==> config.mk <==
export PLATFORM = sky130hd
export DESIGN_NAME = mandelbrot_vram_writer
export DESIGN_NICKNAME = d
export VERILOG_FILES = /design/src/rtl/mandelbrot_pkg.sv /design/src/rtl/mandelbrot_color_map.sv /design/src/rtl/mandelbrot_vram_writer.sv
export SDC_FILE = /design/constraint.sdc
export NUM_CORES = 1
export LEC_CHECK = 0
export CORE_MARGIN = 4
export CORE_UTILIZATION = 34
export DETAILED_ROUTE_END_ITERATION = 12
export GPL_TIMING_DRIVEN = 0
export PLACE_DENSITY_LB_ADDON = 0.05
export SLEW_MARGIN = 5
export SYNTH_ARGS = -nofsm -noshare
export SYNTH_HDL_FRONTEND = slang
export SYNTH_HIERARCHICAL = 1
export SYNTH_SLANG_ARGS = --single-unit
export TNS_END_PERCENT = 1
==> constraint.sdc <==
create_clock -name clk -period 3.5 [get_ports clk]
set_clock_uncertainty 0.2 [all_clocks]
set_input_delay 0.525 -clock clk [delete_from_list [all_inputs] [get_ports clk]]
set_output_delay 0.525 -clock clk [all_outputs]
set_load 0.02 [all_outputs]
==> src/rtl/mandelbrot_pkg.sv <==
// Shared definitions for the Mandelbrot frame writer: default geometry,
// bus widths, the writer state encoding and a counter-width helper.
package mandelbrot_pkg;

  // Default frame geometry and bus widths.
  localparam int HRES_DEF = 640;
  localparam int VRES_DEF = 480;
  localparam int MAW_DEF  = 19;
  localparam int MDW_DEF  = 8;
  localparam int IW_DEF   = 10;

  // Writer control states.
  typedef enum logic [0:0] {
    IDLE = 1'b0,
    RUN  = 1'b1
  } state_t;

  // Number of bits needed to count 0..n-1, never less than one bit.
  function automatic int cnt_width(input int n);
    if (n > 1) begin
      return $clog2(n);
    end else begin
      return 1;
    end
  endfunction

endpackage

==> src/rtl/mandelbrot_color_map.sv <==
// Combinational iteration-count to palette-index mapping.
// In-set pixels are black (0). Out-of-set pixels map to their iteration count,
// clamped into 1..2^MDW-1 so they can never be confused with in-set black.
module mandelbrot_color_map
  import mandelbrot_pkg::*;
#(
  parameter int IW  = IW_DEF,
  parameter int MDW = MDW_DEF
) (
  input  logic [IW-1:0]  iter,
  input  logic           inset,
  output logic [MDW-1:0] color
);

  // Saturation can only happen when the count is wider than the colour.
  localparam bit SAT_POSSIBLE = (IW > MDW);
  localparam int CMAX         = (1 << MDW) - 1;

  // Select black, the lower clamp, the upper clamp or the raw count.
  always_comb begin
    color = {MDW{1'b0}};
    if (inset) begin
      color = {MDW{1'b0}};
    end else if (iter == {IW{1'b0}}) begin
      color = MDW'(1'b1);
    end else if (SAT_POSSIBLE && (iter > IW'(CMAX))) begin
      color = {MDW{1'b1}};
    end else begin
      color = MDW'(iter);
    end
  end

endmodule

==> src/rtl/mandelbrot_vram_writer.sv <==
// Mandelbrot frame writer: takes the raster-ordered pixel result stream and
// writes one palette index per pixel into video memory at y*HRES + x.
// The address is a running counter (no multiplier); x/y only detect line
// wrap and the final pixel. All state advances only when clk_en is high, and
// the memory port is expected to use clk_en as its write enable, so a held
// vram_we never produces a duplicate write.
//
// Optional feature macro: MANDELBROT_WRITER_INSET_CNT_EN
//   defined   : inset_cnt reports the number of in-set pixels of the last
//               completed frame (aborted frames leave it unchanged).
//   undefined : inset_cnt is tied to zero.
module mandelbrot_vram_writer
  import mandelbrot_pkg::*;
#(
  parameter int HRES = HRES_DEF,
  parameter int VRES = VRES_DEF,
  parameter int MAW  = MAW_DEF,
  parameter int MDW  = MDW_DEF,
  parameter int IW   = IW_DEF
) (
  input  logic           clk,
  input  logic           rst,
  input  logic           clk_en,
  input  logic           start,
  input  logic           abort,
  input  logic           pix_vld,
  output logic           pix_rdy,
  input  logic [IW-1:0]  pix_iter,
  input  logic           pix_inset,
  output logic           vram_we,
  output logic [MAW-1:0] vram_adr,
  output logic [MDW-1:0] vram_dat,
  output logic           busy,
  output logic           frame_done,
  output logic [MAW-1:0] inset_cnt
);

  localparam int XW = cnt_width(HRES);
  localparam int YW = cnt_width(VRES);

  localparam logic [XW-1:0] X_LAST = XW'(HRES - 1);
  localparam logic [YW-1:0] Y_LAST = YW'(VRES - 1);

  state_t         state_r;
  state_t         state_nxt_s;
  logic           clear_s;
  logic           run_s;
  logic           accept_s;
  logic           write_s;
  logic           last_s;
  logic [XW-1:0]  x_r;
  logic [YW-1:0]  y_r;
  logic [MAW-1:0] adr_r;
  logic [MDW-1:0] color_s;
  logic           vram_we_r;
  logic [MAW-1:0] vram_adr_r;
  logic [MDW-1:0] vram_dat_r;
  logic           frame_done_r;

  assign run_s    = (state_r == RUN);
  assign pix_rdy  = run_s;
  assign busy     = run_s;
  assign accept_s = pix_vld & run_s & clk_en;
  // Abort wins over a simultaneous acceptance: the pixel is dropped.
  assign write_s  = accept_s & ~abort;
  assign last_s   = (x_r == X_LAST) && (y_r == Y_LAST);

  mandelbrot_color_map #(
    .IW  (IW),
    .MDW (MDW)
  ) u_color_map (
    .iter  (pix_iter),
    .inset (pix_inset),
    .color (color_s)
  );

  // Next-state decode; counters are cleared on every frame boundary.
  always_comb begin
    state_nxt_s = state_r;
    clear_s     = 1'b0;
    case (state_r)
      IDLE: begin
        if (start) begin
          state_nxt_s = RUN;
          clear_s     = 1'b1;
        end else begin
          state_nxt_s = IDLE;
        end
      end
      RUN: begin
        if (abort) begin
          state_nxt_s = IDLE;
          clear_s     = 1'b1;
        end else if (write_s && last_s) begin
          state_nxt_s = IDLE;
          clear_s     = 1'b1;
        end else begin
          state_nxt_s = RUN;
        end
      end
      default: begin
        state_nxt_s = IDLE;
        clear_s     = 1'b1;
      end
    endcase
  end

  // State register, advancing only on enabled cycles.
  always_ff @(posedge clk or posedge rst) begin
    if (rst) begin
      state_r <= IDLE;
    end else if (clk_en) begin
      state_r <= state_nxt_s;
    end
  end

  // Raster position and linear address counters.
  always_ff @(posedge clk or posedge rst) begin
    if (rst) begin
      x_r   <= {XW{1'b0}};
      y_r   <= {YW{1'b0}};
      adr_r <= {MAW{1'b0}};
    end else if (clk_en) begin
      if (clear_s) begin
        x_r   <= {XW{1'b0}};
        y_r   <= {YW{1'b0}};
        adr_r <= {MAW{1'b0}};
      end else if (write_s) begin
        adr_r <= adr_r + MAW'(1'b1);
        if (x_r == X_LAST) begin
          x_r <= {XW{1'b0}};
          y_r <= y_r + YW'(1'b1);
        end else begin
          x_r <= x_r + XW'(1'b1);
        end
      end
    end
  end

  // Memory write port and completion pulse, one enabled cycle after acceptance.
  always_ff @(posedge clk or posedge rst) begin
    if (rst) begin
      vram_we_r    <= 1'b0;
      vram_adr_r   <= {MAW{1'b0}};
      vram_dat_r   <= {MDW{1'b0}};
      frame_done_r <= 1'b0;
    end else if (clk_en) begin
      vram_we_r    <= write_s;
      frame_done_r <= write_s & last_s;
      if (write_s) begin
        vram_adr_r <= adr_r;
        vram_dat_r <= color_s;
      end
    end
  end

  assign vram_we    = vram_we_r;
  assign vram_adr   = vram_adr_r;
  assign vram_dat   = vram_dat_r;
  assign frame_done = frame_done_r;

`ifdef MANDELBROT_WRITER_INSET_CNT_EN
  logic [MAW-1:0] inset_acc_r;
  logic [MAW-1:0] inset_cnt_r;
  logic [MAW-1:0] inset_inc_s;

  assign inset_inc_s = {{(MAW-1){1'b0}}, (write_s & pix_inset)};

  // Running in-set tally; published only when a frame completes.
  always_ff @(posedge clk or posedge rst) begin
    if (rst) begin
      inset_acc_r <= {MAW{1'b0}};
      inset_cnt_r <= {MAW{1'b0}};
    end else if (clk_en) begin
      if (write_s && last_s) begin
        inset_cnt_r <= inset_acc_r + inset_inc_s;
      end
      if (clear_s) begin
        inset_acc_r <= {MAW{1'b0}};
      end else begin
        inset_acc_r <= inset_acc_r + inset_inc_s;
      end
    end
  end

  assign inset_cnt = inset_cnt_r;
`else
  assign inset_cnt = {MAW{1'b0}};
`endif

endmodule

==> flow_results.org <==
** Status
- The flow ran to the end, and the final reports show no timing, DRC or antenna violations.

** Power and ir drop
- For this design the ratio of total power to cell area is approximately 450 mW/mm^2.
- The analysis attributes to cell leakage a power of around 2 nW.
- VDD sags by at most approximately 0.17 mV.
- Total power for the finished layout comes to about 2 mW.

** Worst setup path
- The critical path crosses 7 cells after its start point.
- CP startpoint kind :: input pin
- For the worst flop-to-flop path, the logic depth is 8.
- By startpoint and endpoint, the worst setup path is classified as input pin to flop.
- Together, buffers and inverters on the worst path number 2.
- Largest driver fanout on the critical path :: 10
- For flop-to-flop paths, the worst setup slack is 1000 ps.
- Cells along the critical path :: clkdlybuf4s50_1, nand2b_1, nor2_2, a22oi_1, clkbuf_1, o21ai_0, o31ai_1
- For this run, the slowest stage of the critical path takes around 460 ps.
- Data on the critical path is required at its endpoint by between 3000 and 4000 ps.
- On the critical path, the stage with the largest delay is an instance of clkdlybuf4s50_1.
- In this design, the largest share of critical-path delay is due to buffers and inverters.
- The worst setup path is captured at a flop.
- For the worst setup path, the data arrival time is ~2500 ps.

** Routing
- Detailed-router iteration count before antenna repair :: 4
- Post-route antenna net violation count :: 0
- After detailed routing, the average wire length per cell comes to around 14 um.
- Using the TritonRoute via totals, the vias-per-cell ratio works out to 4.831.
- Number of vias after detailed routing :: ~2900
- The first routing iteration left 154 violations.
- Wires add up to ~8400 um.
- Count of unresolved DRC violations after routing :: 0

** Global route
- The global routing stage identified its most utilized layer as met2.
- Global routing used 25.44% of the available met2 tracks.
- Global routing consumed, on the met1 layer, 20.23% of the routing resources.
- Largest net degree at the start of global routing :: between 50 and 60
- The number of antenna violations at the first check in global routing is 0.
- Via count of the first global-routing pass :: ~3000
- Grt total ovfl :: 0
- Global-route wire length before repair :: ~14000 um
- For this run, the total global-route usage over all layers was measured as 15.41%.
- For this run, global-route usage on met3 was measured as 3.197%.

** Final layout
- Finished Layout Cells :: 605
- Highest-count cells in the layout ignoring fill and taps :: nand2_1 (109), dfrtp_1 (68), clkdlybuf4s50_1 (44)
- Area grow syn2layout :: 26.08%
- Nets :: ~490
- Most common cell after layout, fill and taps aside :: nand2_1
- Inserted Diodes :: 0
- Core utilization of the finished layout :: roughly 44%
- Fraction of final layout cells with drive strength greater than 1 :: between 10 and 15%

** Die
- The die covers roughly 0.012 sq mm.
- Number of core rows :: 36
- Effective utilization at floorplan :: about a third
- Height of the chip :: between 100 and 150 um
- The core region is just under 0.01 sq mm.
- For this design the top-level I/O count stands at 67.
- Die span in x :: about 110 um

** Clocking
- CTS tree :: done
- Buffers inserted to repair hold after CTS numbered 0.
- Maximum buffer depth of the clock tree :: 2
- Clock-pin slew on the worst setup and hold paths :: 80 ps
- Post-CTS setup buffers :: 0
- In this run, CTS created clock tree buffers numbering 9.
- Clock tree synthesis selected as its root buffer the cell clkbuf_8.
- Post-CTS repair changed the size of 0 cells.
- For this design, the sink count on the clock tree is 68.
- Clock latency reported for the late side of the worst-skew pair :: between 300 and 400 ps
- The H-tree was split into 3 levels.

** Timing
- Measured against its own limit, the worst slew margin works out to 52.37%.
- For the pin with the worst max-slew slack, the measured transition is between 700 and 800 ps.
- The number of hold violations in the final report came to 0.
- Derived from the worst setup path, the maximum achievable clock frequency is between 0.3 and 0.4 GHz.
- Final setup violation count :: 0
- The final critical path takes up a little under three quarters of the cycle.
- Worst hold slack :: roughly 250 ps
- Clock period minus final worst setup slack :: between 2000 and 3000 ps
- RSZ-0062 raised after global routing :: false
- The final-report max-slew violation count is 0.

** Place
- After legalization and detailed placement, the total HPWL measured between 5000 and 6000 um.
- The number of placed instances, taps included, is between 500 and 600.
- Port buffering added 44 buffers.
- Final estimated routing congestion in global placement :: approximately 0.80

** Synth
- Number of warnings issued by yosys :: 6
- Most used flip-flop cell after synthesis :: dfrtp_1
- Seq cells post-synth :: a little under 70
- Post-synth top area cell :: dfrtp_1
- Sequential share of the synthesized area :: between 40% and 50%
- Average size of a mapped cell :: just under 9 sq um
- Counting flops with a built-in enable in the synthesized netlist gives 0.
- Yosys attributes the largest share of cell area to dfrtp_1 (49%), nand2_1 (12%), buf_4 (4.3%).
- After synthesis, the netlist uses 50 different library cells.
- Proportion of synthesized flip-flops having asynchronous set or reset :: 100.0%
- The cell area that synthesis handed to floorplanning was about 0.0035 sq mm.
- Summed over its instances, the top area cell type makes up about half of the synthesized netlist area.
- Synthesized instance count :: 394

** Job
- The tool flagged a number of max-cap violations equal to 0.

** Hold path
- Along the worst hold path, the cell count comes to 4.
- Path type of the worst min-delay path :: input pin to flop
==> per-layer routing <==
metal  up-vias  part of all wire [%]
met1      1402                    46
met2        34                    50
met5         -                     0
met3         8                   2.9
li1       1479                     -
met4         0                   1.3
==> where the power goes <==
group	internal, mW	switching [mW]
Clock	0.385	0.294
Sequential	0.844	0.0508
Combinational	0.167	0.211
==> path summary, 6_finish.rpt <==
| kind | startpoint | to |
|---|---|---|
| setup / recovery | abort | y_r[4] |
| hold / removal | pix_inset | vram_dat[4] |
| setup reg to reg | x_r[1] | adr_r[15] |
| hold reg to reg | vram_dat[4] | vram_dat[4] |
| max in group asynchronous | rst | adr_r[6] |
| min in group asynchronous | rst | busy |
==> final cells by class <==
type | instances | area [sq um]
Clock buffer | 14 | 172.7
Tap cell | 133 | 166.4
Clock inverter | 1 | 30.03
Buffer | 36 | 225.2
Fill cell | 979 | 5479
Timing Repair Buffer | 45 | 467.9
Multi-Input combinational cell | 300 | 1589
Sequential cell | 68 | 1702
Inverter | 8 | 32.53
==> flip-flops by register name (all words and copies together), names as in the netlist <==
register    flops
x_r            10
adr_r          19
vram_dat        8
busy            1
frame_done      1
y_r             9
vram_we         1
vram_adr       19
==> cell usage after synthesis (all sizes together), types with 2 or more instances <==
library cell,number
nor3,16
o21ai,23
a21o,5
nand3,23
or4,3
xor2,4
o311ai,7
or2,3
nand2,109
and3,6
o31ai,6
and2,3
ha,3
nand4b,2
nor3b,2
a22oi,2
a21oi,9
or3,7
mux2,2
nand2b,5
nor2,15
clkbuf,9
a22o,8
inv,8
nand4,5
buf,27
dfrtp,68
==> cells by family (layout without fill, tap and decap cells) <==
group | after synthesis | count (layout) | synth area share, %
muxes | 3 | 3 | 1.043
adders and majority gates | 3 | 3 | 1.079
AOI/OAI and AO/OA | 67 | 67 | 12.73
and+or+nand+nor | 203 | 203 | 27.52
DFF | 68 | 68 | 48.92
other | 1 | 19 | 0.1078
buffers and inverters | 44 | 104 | 7.338
xor gates and xnor gates | 5 | 5 | 1.259
==> worst register-to-register path, stage by stage (launching register included) <==
cell	delay [ps]
dfrtp_1	400
ha_1	240
nand3_2	150
nor3_2	230
buf_2	250
a21o_1	350
buf_2	300
o21bai_1	110
a21o_1	180
==> metrics by stage <==
step	cell area (sq um)	TNS [ps]	setup slack (ps)
4_1_cts	4385	0	944.8
6_report	4385	0	990.6
2_1_floorplan	3546	0	1063
3_3_place_gp	4153	-21660	-322.8
3_5_place_dp	4183	0	576.8
5_1_grt	4385	0	700.8
Note: power is estimated with default switching activity, not from simulation.
